## config.mk

```make
export PLATFORM = sky130hd
export DESIGN_NAME = bin_to_bcd_seq
export DESIGN_NICKNAME = d
export VERILOG_FILES = /design/src/rtl/bin_to_bcd_seq.sv
export SDC_FILE = /design/constraint.sdc
export NUM_CORES = 1
export LEC_CHECK = 0
export ABC_AREA = 1
export CAP_MARGIN = 30
export CORE_MARGIN = 2
export CORE_UTILIZATION = 53
export DETAILED_ROUTE_END_ITERATION = 10
export PLACE_DENSITY = 0.78
export SLEW_MARGIN = 0
export SYNTH_ARGS = -nofsm -noshare
export SYNTH_HDL_FRONTEND = slang
export SYNTH_SLANG_ARGS = --single-unit
```

## constraint.sdc

```tcl
create_clock -name i_clk -period 1.57 [get_ports i_clk]
set_clock_uncertainty 0.1 [all_clocks]
set_input_delay 0.314 -clock i_clk [delete_from_list [all_inputs] [get_ports i_clk]]
set_output_delay 0.314 -clock i_clk [all_outputs]
set_load 0.02 [all_outputs]
```

## src/rtl/bin_to_bcd_seq.sv

```systemverilog
// bin_to_bcd_seq: sequential 8-bit binary to 3-digit BCD converter (double-dabble, one bit per clock)
//
// Ports:
//   i_clk      system clock, rising edge
//   i_rst      asynchronous active-high reset
//   i_start    conversion request, sampled only while o_busy=0
//   i_value    8-bit operand, captured on the edge that accepts i_start
//   o_busy     high while the 8 shift iterations run
//   o_done     one-cycle pulse when new digits are valid
//   o_hund     hundreds digit (0..2)
//   o_tens     tens digit (0..9)
//   o_unit     units digit (0..9)
//   o_blank_h  leading-zero blank for the hundreds display
//   o_blank_t  leading-zero blank for the tens display
//   o_sign     negative flag (only driven when SIGNED_EN is defined, else 0)
//
// Build option: define SIGNED_EN to treat i_value as two's complement and
// convert its magnitude, reporting the sign on o_sign.
module bin_to_bcd_seq (
    input  logic       i_clk,
    input  logic       i_rst,
    input  logic       i_start,
    input  logic [7:0] i_value,
    output logic       o_busy,
    output logic       o_done,
    output logic [3:0] o_hund,
    output logic [3:0] o_tens,
    output logic [3:0] o_unit,
    output logic       o_blank_h,
    output logic       o_blank_t,
    output logic       o_sign
);

    typedef enum logic [1:0] {S_IDLE, S_SHIFT, S_FIN} state_t;

    state_t      r_state;
    state_t      w_next;
    logic        w_accept;
    logic        w_last;
    logic [19:0] r_sr;
    logic [2:0]  r_cnt;
    logic        r_busy;
    logic        r_done;
    logic [3:0]  r_hund;
    logic [3:0]  r_tens;
    logic [3:0]  r_unit;
    logic        r_blank_h;
    logic        r_blank_t;
    logic [7:0]  w_mag;
    logic [19:0] w_corr;
    logic [19:0] w_shift;

    function automatic logic [3:0] add3(input logic [3:0] d);
        return (d >= 4'd5) ? d + 4'd3 : d;
    endfunction

    // Add-3 correction on the three BCD nibbles, then a 1-bit left shift.
    assign w_corr  = {add3(r_sr[19:16]), add3(r_sr[15:12]), add3(r_sr[11:8]), r_sr[7:0]};
    assign w_shift = w_corr << 1;

`ifdef SIGNED_EN
    logic r_sign_cap;
    logic r_sign;

    // 8'h80 negates to itself, which read unsigned is the correct magnitude 128.
    assign w_mag  = i_value[7] ? (~i_value + 8'd1) : i_value;
    assign o_sign = r_sign;

    always_ff @(posedge i_clk or posedge i_rst) begin
        if (i_rst) begin
            r_sign_cap <= 1'b0;
            r_sign     <= 1'b0;
        end else begin
            if (w_accept)
                r_sign_cap <= i_value[7];
            if (w_last)
                r_sign <= r_sign_cap;
        end
    end
`else
    assign w_mag  = i_value;
    assign o_sign = 1'b0;
`endif

    always_comb begin
        w_next   = r_state;
        w_accept = 1'b0;
        w_last   = 1'b0;
        case (r_state)
            S_IDLE: begin
                w_accept = i_start;
                w_next   = i_start ? S_SHIFT : S_IDLE;
            end
            S_SHIFT: begin
                w_last = (r_cnt == 3'd7);
                w_next = w_last ? S_FIN : S_SHIFT;
            end
            S_FIN: begin
                w_accept = i_start;
                w_next   = i_start ? S_SHIFT : S_IDLE;
            end
            default: w_next = S_IDLE;
        endcase
    end

    always_ff @(posedge i_clk or posedge i_rst) begin
        if (i_rst)
            r_state <= S_IDLE;
        else
            r_state <= w_next;
    end

    always_ff @(posedge i_clk or posedge i_rst) begin
        if (i_rst) begin
            r_sr      <= '0;
            r_cnt     <= '0;
            r_busy    <= 1'b0;
            r_done    <= 1'b0;
            r_hund    <= '0;
            r_tens    <= '0;
            r_unit    <= '0;
            r_blank_h <= 1'b1;
            r_blank_t <= 1'b1;
        end else begin
            // Status flags are registered from the next state so they line up with it.
            r_busy <= (w_next == S_SHIFT);
            r_done <= (w_next == S_FIN);
            if (w_accept) begin
                r_sr  <= {12'd0, w_mag};
                r_cnt <= '0;
            end else if (r_state == S_SHIFT) begin
                r_sr  <= w_shift;
                r_cnt <= r_cnt + 3'd1;
            end
            if (w_last) begin
                r_hund    <= w_shift[19:16];
                r_tens    <= w_shift[15:12];
                r_unit    <= w_shift[11:8];
                r_blank_h <= (w_shift[19:16] == 4'd0);
                r_blank_t <= (w_shift[19:12] == 8'd0);
            end
        end
    end

    assign o_busy    = r_busy;
    assign o_done    = r_done;
    assign o_hund    = r_hund;
    assign o_tens    = r_tens;
    assign o_unit    = r_unit;
    assign o_blank_h = r_blank_h;
    assign o_blank_t = r_blank_t;

endmodule

```

== Word level (Yosys, flattened, before mapping) ==
Index checks and enable logic that the tools add are counted.
W data, S select, Z words.

* Logic and storage cells: 39
* Register bits after elaboration: 41

* Reduce and logical (&&, ||, !) cells: 5
* Equal/unequal tests: 5
* $lt $le $gt $ge: 3
* Multiplexer cells: 12
* $add $sub $neg: 4

{| class="wikitable"
|+ Operators by type and width
! cell !! number
|-
| $mux W20 || 2
|-
| $ge A4 B3 Y1 const B || 3
|-
| $mux W3 || 3
|-
| $add A4 B2 Y4 const B || 2
|-
| $logic_not A8 Y1 || 1
|-
| $mux W4 || 2
|-
| $eq A2 B1 Y1 const B || 2
|-
| $eq A2 B2 Y1 const B || 2
|-
| $logic_not A4 Y1 || 1
|-
| $pmux W2 S2 || 1
|-
| $add A3 B1 Y3 const B || 1
|-
| $add A3 B2 Y3 const B || 1
|-
| $eq A3 B3 Y1 const B || 1
|-
| $mux W1 || 3
|-
| $logic_not A2 Y1 || 1
|-
| $mux W2 || 1
|-
| $reduce_bool A2 Y1 || 1
|-
| $reduce_or A2 Y1 || 1
|}

== Longest topological paths before layout ==
Gate-level depths: netlist (run 1).

* Depth in word-level cells: 4
* Mapped depth: 11

== Worst setup path after synthesis (run 1) ==
OpenSTA, ideal clock, no wires.

* Path kind: reg2reg
* Start point: register r_cnt[0]
* End point: register r_unit[0], in the netlist o_unit[0]
* Path slack: 181 ps
* Library setup time: 126 ps
* Path buffers: 1
* Stages on the path, launching flop included: 6
* Arrival: 1162 ps
* Period minus slack after synthesis: 1389 ps
* Cell sequence: dfrtp_1 > ha_1 > ha_1 > nand2_4 > buf_2 > o21ai_0

* Longest elaborated chain between the ends: 2

{| class="wikitable"
|+ Ends and longest elaborated chain
! what !! line !! text
|-
| start, declared || 41 || <nowiki>logic [2:0] r_cnt;</nowiki>
|-
| start signal, assigned || 133 || <nowiki>r_cnt <= r_cnt + 3'd1;</nowiki>
|-
| $eq A3 B3 Y1 || 95 || <nowiki>w_last = (r_cnt == 3'd7);</nowiki>
|-
| $mux W1 || 89 || <nowiki>case (r_state)</nowiki>
|-
| end signal, assigned || 138 || <nowiki>r_unit <= w_shift[11:8];</nowiki>
|-
| end, declared || 46 || <nowiki>logic [3:0] r_unit;</nowiki>
|}

No other way between the ends.
A chain may end at the register's enable or synchronous reset.

== Worst setup path in the final report (run 1) ==
* Start point: register r_unit[0], in the netlist o_unit[0]
* End point: output o_unit[0]

{| class="wikitable"
|+ RTL lines
! what !! line !! text
|-
| end, declared || 28 || <nowiki>output logic [3:0] o_unit,</nowiki>
|}

No word-level cell between the ends.

==> qor.csv, run 1 <==
metric;value;unit
outcome;complete, no violations;
grt_use_total;19.94;%
hold_class;in -> async;
fillers;284;
crit_required;1.16;ns
synthAdderAreaFrac;5.312;%
worst-path-buf-inv;1;
crit_fanout;2;
ys_warn_count;0;
cp.arrival;1.09;ns
final_nets;260;
drtAntennaViolNets;0;
coreArea;3363;um^2
hpwl;2.548;mm
r2r_end;o_blank_t$_DFFE_PP1N_;
r2r_cells;11;
syn_area_per_cell;9.103;um^2
yosys_most_used_dff;dfrtp_1;
clk_path_buf_depth;2;
cpMaxStageDelayCell;dfrtp_1;
p_leak;1.203;nW
grt_overflow;0;
portBuffers;26;
yosysMostFrequentCell;nand2_1;
drc_errors;0;
netlist_instances;207;
final_util;69.16;%
synth_top_family_by_area;simple AND/OR/NAND/NOR gates;
cts_root_buffer;clkbuf_4;
period_share;95.95;%
synth-compound-area-share;12.75;%
irDropWorstVdd;1254;uV
place_ws;0.01666;ns
drive_gt1_share;12.81;%
cp-start-kind;register;
ios;28;
num_antenna_cells;0;
synth_top_area_cell;dfrtp_1;
rsz0062_at_grt;yes;
numCtsBuffers;5;
die_area;4048;um^2
wirelength;3.564;mm
firstDrtPassIters;4;
crit_start;o_unit[0]$_DFFE_PP0N_;
met3_usage;3.214;%
chipWidth;63.63;um
cts_tree;built;
use_met1;25.50;%
clock_latency;0.36;ns
drt_iter0_markers;75;
end_kind;output pin;
placed_cell_area;2266;um^2
htreeDepth;2;
layout_setup_ws;0.06354;ns
ys_seq_area_share;54.58;%
cp.depth;1;
grt_most_used_layer;met2;
area_growth;23.44;%
ys_types;21;
powerDensity;2154;nW/um^2
crit_path_max_incr_delay;0.41;ns
fin_crit;1.506;ns
first_global_vias;1446;
grt_max_degree;42;
hold_buffers;0;
ys_seq_elements;41;
synth_commonest_cells;nand2_1, dfrtp_1, inv_1, o21ai_0, o22ai_1;
fmax;663.8;MHz
r2r_slack;0.08;ns
synthMuxAreaShare;0;%
fin_area;2326;um^2
met2_usage;33.29;%
post_drt_wl_per_cell;12.38;um
async_flop_share;100.0;%
synth_area;1884;um^2
final_max_slew_viol_count;0;
synth-simple-area-share;18.26;%
hold_viol;0;
crit_chain;dlygate4sd2_1;
critical_path_class;reg -> out;
cts_num_sinks;41;
vias;1487;
finalSetupViolations;0;
path_delay_family;flip-flops;
synth.area.top_cells;dfrtp_1, nand2_1, inv_1;
grt_pass1_wl;6.292;mm
synth_top_area_share;51.79;%
routed_via_density;5.163;
endpoint;o_unit[0];
synth-xor-area-share;0.4648;%
rows;21;
antenna_found_initial;0;
start_util;56.03;%
timing.rr.start;r_sr[16]$_DFFE_PP0P_;
synth-edff-count;0;
clkTransAtPathRegs;0.13;ns
drv_cap;0;
gp_congestion;0.8019;
die_h;63.63;um
synth_nets;226;
timing repair:
action                                 in CTS  in global routing
resized for setup                          21                 10
endpoints found under the hold margin       0                  0
buffers inserted                            0                  0
setup endpoints to repair                  16                 12
cell families (layout without fill, tap and decap cells):
kind of cell,Yosys count,after routing
AOI/OAI and AO/OA,40,40
xor gates and xnor gates,1,1
adders and majority gates,8,8
buffers and inverters,37,72
DFF,41,41
other,1,1
and+or+nand+nor,79,79
metrics by stage:
step | total power [mW] | hold WS (ns) | cells | setup TNS [ns]
after floorplan | 3.561 | 0.3350 | 207 | 0
after global placement | 4.395 | 0.3616 | 280 | 0
after detailed placement | 4.504 | 0.3699 | 280 | 0
after CTS | 4.976 | 0.2224 | 288 | 0
after global routing | 5.446 | 0.2442 | 288 | -0.04081
final | 5.011 | 0.2043 | 288 | 0
power breakdown:
| part | switching [mW] | leakage, nW | internal, mW | total (mW) |
|---|---|---|---|---|
| combinational | 1.61 | 0.656 | 1.01 | 2.62 |
| clock | 0.339 | 0.0413 | 0.260 | 0.599 |
| sequential | 0.239 | 0.506 | 1.55 | 1.79 |
worst min-delay path by stage:
stage	from	to	slack [ns]
final	i_rst	r_sr[16]$_DFFE_PP0P_	0.20
after global routing	i_rst	r_sr[16]$_DFFE_PP0P_	0.24
after CTS	i_rst	r_sr[14]$_DFFE_PP0P_	0.22
after detailed placement	o_blank_t$_DFFE_PP1N_	o_blank_t$_DFFE_PP1N_	0.37
after global placement	o_blank_t$_DFFE_PP1N_	o_blank_t$_DFFE_PP1N_	0.36
after floorplan	i_value[0]	r_sr[0]$_DFFE_PP0P_	0.33
sequential cells by signal (all words and copies together), names as in the netlist:
signal and count:
r_sr 20, o_hund 4, o_tens 4, o_unit 4, r_cnt 3, r_state 2, o_blank_h 1, o_blank_t 1
o_busy 1, o_done 1
final cells by class:
type | count | area [um^2] | share of cell area, %
Sequential cell | 41 | 1028 | 44.22
Clock buffer | 7 | 65.06 | 2.797
Inverter | 30 | 112.6 | 4.841
Multi-Input combinational cell | 129 | 714.4 | 30.72
Timing Repair Buffer | 34 | 342.8 | 14.74
Clock inverter | 1 | 5.005 | 0.2152
Tap cell | 46 | 57.56 | 2.474
metal layers:
| layer | wire length [um] | vias to the layer above | part of all wire [%] |
|---|---|---|---|
| li1 | - | 750 | - |
| met1 | 1681 | 693 | 47 |
| met2 | 1675 | 37 | 47 |
| met3 | 143 | 7 | 4.0 |
| met4 | 64 | 0 | 1.8 |
| met5 | 0 | - | 0 |
layout by cell type, fill, tap and decap left out:
| master | netlist | final |
|---|---|---|
| dfstp_2 | 2 | 2 |
| dlygate4sd2_1 | 0 | 14 |
| o21ai_1 | 0 | 3 |
| nand4_1 | 4 | 4 |
| ha_1 | 8 | 8 |
| nand3_2 | 0 | 2 |
| o21ai_0 | 20 | 17 |
| inv_1 | 28 | 27 |
| inv_2 | 2 | 3 |
| nand2_4 | 1 | 1 |
| and2_1 | 1 | 1 |
| o22ai_1 | 11 | 11 |
| clkbuf_8 | 0 | 2 |
| nand2_1 | 56 | 53 |
| buf_12 | 0 | 4 |
| o221ai_1 | 7 | 7 |
| nor2_4 | 2 | 2 |
| nor2_1 | 5 | 5 |
| a21oi_1 | 2 | 2 |
| dfrtp_1 | 39 | 39 |
| nand3_1 | 10 | 8 |
| xor2_1 | 1 | 1 |
| nand2_2 | 0 | 3 |
| buf_4 | 2 | 4 |
| conb_1 | 1 | 1 |
| clkdlybuf4s50_1 | 0 | 10 |
| clkinv_2 | 0 | 1 |
| buf_2 | 4 | 2 |
| clkbuf_4 | 0 | 5 |
No activity file was read; power rests on OpenSTA's default activity.
==> run 2, diff against run 1 <==
- CELL_PAD_IN_SITES_DETAIL_PLACEMENT: unset -> 2
- CELL_PAD_IN_SITES_GLOBAL_PLACEMENT: unset -> 2
- CORE_UTILIZATION: 53 -> 32
- PLACE_DENSITY: 0.78 -> unset
- PLACE_DENSITY_LB_ADDON: unset -> 0.1
==> qor.csv, run 2 (synthesis results as in run 1) <==
metric;value;unit;change
cts_root_buffer;clkbuf_8;;was clkbuf_4
crit_fanout;2;;unchanged
route.met3.wl;150;um;was 143 um
post_drt_wl_per_cell;17.97;um;was 12.38 um
die_area;6518;um^2;was 4048 um^2
place_ws;-0.08416;ns;was 0.01666 ns
fin_total_pwr;6.338;mW;was 5.011 mW
cp.arrival;1.13;ns;was 1.09 ns
fin_crit;1.542;ns;was 1.506 ns
worst_hold_slack;0.3174;ns;was 0.2043 ns
critical_path_class;reg -> out;;unchanged
vias;1660;;was 1487
period_share;98.23;%;was 95.95%
antenna_found_initial;0;;unchanged
largest-register;r_sr;;unchanged
ios;28;;unchanged
htreeDepth;2;;unchanged
drc_errors;0;;unchanged
grt_use_total;18.28;%;was 19.94%
final_cell_mix;nand2_1, dfrtp_1, inv_1;;unchanged
powerDensity;2375;nW/um^2;was 2154 nW/um^2
finalSetupViolations;0;;unchanged
grt_pass1_wl;9.045;mm;was 6.292 mm
clk_path_buf_depth;2;;unchanged
num_antenna_cells;0;;unchanged
clock_latency;0.30;ns;was 0.36 ns
cp-start-kind;register;;unchanged
start_util;33.60;%;was 56.03%
die_h;80.74;um;was 63.63 um
wirelength;5.911;mm;was 3.564 mm
dp.cells;310;;was 280
routed_via_density;5.046;;was 5.163
final_max_slew_viol_count;0;;unchanged
drv_cap;0;;unchanged
grt_max_degree;42;;unchanged
worst-path-buf-inv;1;;unchanged
path_delay_family;flip-flops;;unchanged
rows;27;;was 21
first_global_vias;1862;;was 1446
largest_reg_flops;20;;unchanged
p_leak;1.320;nW;was 1.203 nW
cpMaxStageDelayCell;dfstp_2;;was dfrtp_1
crit_path_max_incr_delay;0.54;ns;was 0.41 ns
finalSetupTns;0;ns;unchanged
layout.cells.most_common;nand2_1;;unchanged
drt_iter0_markers;32;;was 75
coreArea;5608;um^2;was 3363 um^2
hold_viol;0;;unchanged
hold_class;in -> async;;unchanged
crit_chain;clkdlybuf4s15_1;;was dlygate4sd2_1
clkTransAtPathRegs;0.09;ns;was 0.13 ns
area_growth;41.63;%;was 23.44%
finalNonFillerCells;329;;was 288
numCtsBuffers;5;;unchanged
hpwl;3.821;mm;was 2.548 mm
final_nets;276;;was 260
layout_setup_ws;0.02775;ns;was 0.06354 ns
end_kind;output pin;;unchanged
wl_met1;2.241;mm;was 1.681 mm
cts_num_sinks;41;;unchanged
cts_tree;built;;unchanged
drtAntennaViolNets;0;;unchanged
top_layer_used;met4;;unchanged
routed-wl-met2;3.414;mm;was 1.675 mm
drive_gt1_share;28.79;%;was 12.81%
gp_congestion;0.7750;;was 0.8019
grt_overflow;0;;unchanged
outcome;complete, no violations;;unchanged
chipWidth;80.74;um;was 63.63 um
irDropWorstVdd;828.0;uV;was 1254 uV
fmax;648.4;MHz;was 663.8 MHz
crit_required;1.16;ns;about the same
firstDrtPassIters;4;;unchanged
portBuffers;26;;unchanged
==> run 2: layout make-up <==
| type | instances | area, um^2 |
|---|---|---|
| inverters | 30 | 112.6 |
| clock buffers | 5 | 68.82 |
| fillers | 623 | 2939 |
| multi-input cells | 129 | 858.3 |
| flip-flops and latches | 41 | 1028 |
| well taps | 72 | 90.09 |
| clock inverters | 2 | 35.03 |
| repair buffers | 50 | 475.5 |
==> run 2: final timing paths <==
path                                  startpoint                     to  slack [ns]  cells after the start
min in group i_clk         o_blank_t$_DFFE_PP1N_  o_blank_t$_DFFE_PP1N_        0.39                      2
setup / recovery           o_blank_h$_DFFE_PP1N_              o_blank_h        0.03                      1
hold / removal                             i_rst  o_unit[1]$_DFFE_PP0N_        0.32                      3
max in group asynchronous                  i_rst  o_blank_h$_DFFE_PP1N_        0.78                      3
setup reg to reg            r_sr[12]$_DFFE_PP0P_   r_sr[13]$_DFFE_PP0P_        0.04                      8
hold reg to reg            o_blank_t$_DFFE_PP1N_  o_blank_t$_DFFE_PP1N_        0.39                      2
==> run 2: per-stage QoR <==
stage                     area [um^2]  util, %
final                            2669    47.59
after global routing             2669    47.59
after CTS                        2447    43.64
after detailed placement         2328    41.52
after global placement           2328    41.52
after floorplan                  1884        -
==> run 2: metal layers <==
metal  up-vias  global-route usage (%)
li1        777                       -
met1       846                   21.07
met2        25                   34.33
met3        12                   3.667
met4         0                   4.915
met5         -                       0
==> run 2: report_power, final <==
group	internal (mW)	switching, mW
sequential	1.56	0.301
clock	0.463	0.388
combinational	1.50	2.13
==> run 2: timing repair <==
item                       4_1_cts  5_1_grt
hold buffers                     0        0
hold endpoints to repair         0        0
pin swaps                        0       14
setup endpoints to repair       23       18
setup buffers                    2       11
gates resized for setup         26       41
==> run 2: worst reg2reg max path: cells and delay by family (launching register included) <==
kind,cells,cell delay [ns]
buffers and inverters,2,0.30
adders and majority gates,1,0.16
AOI/OAI and AO/OA,1,0.10
DFF,1,0.41
and+or+nand+nor,4,0.37
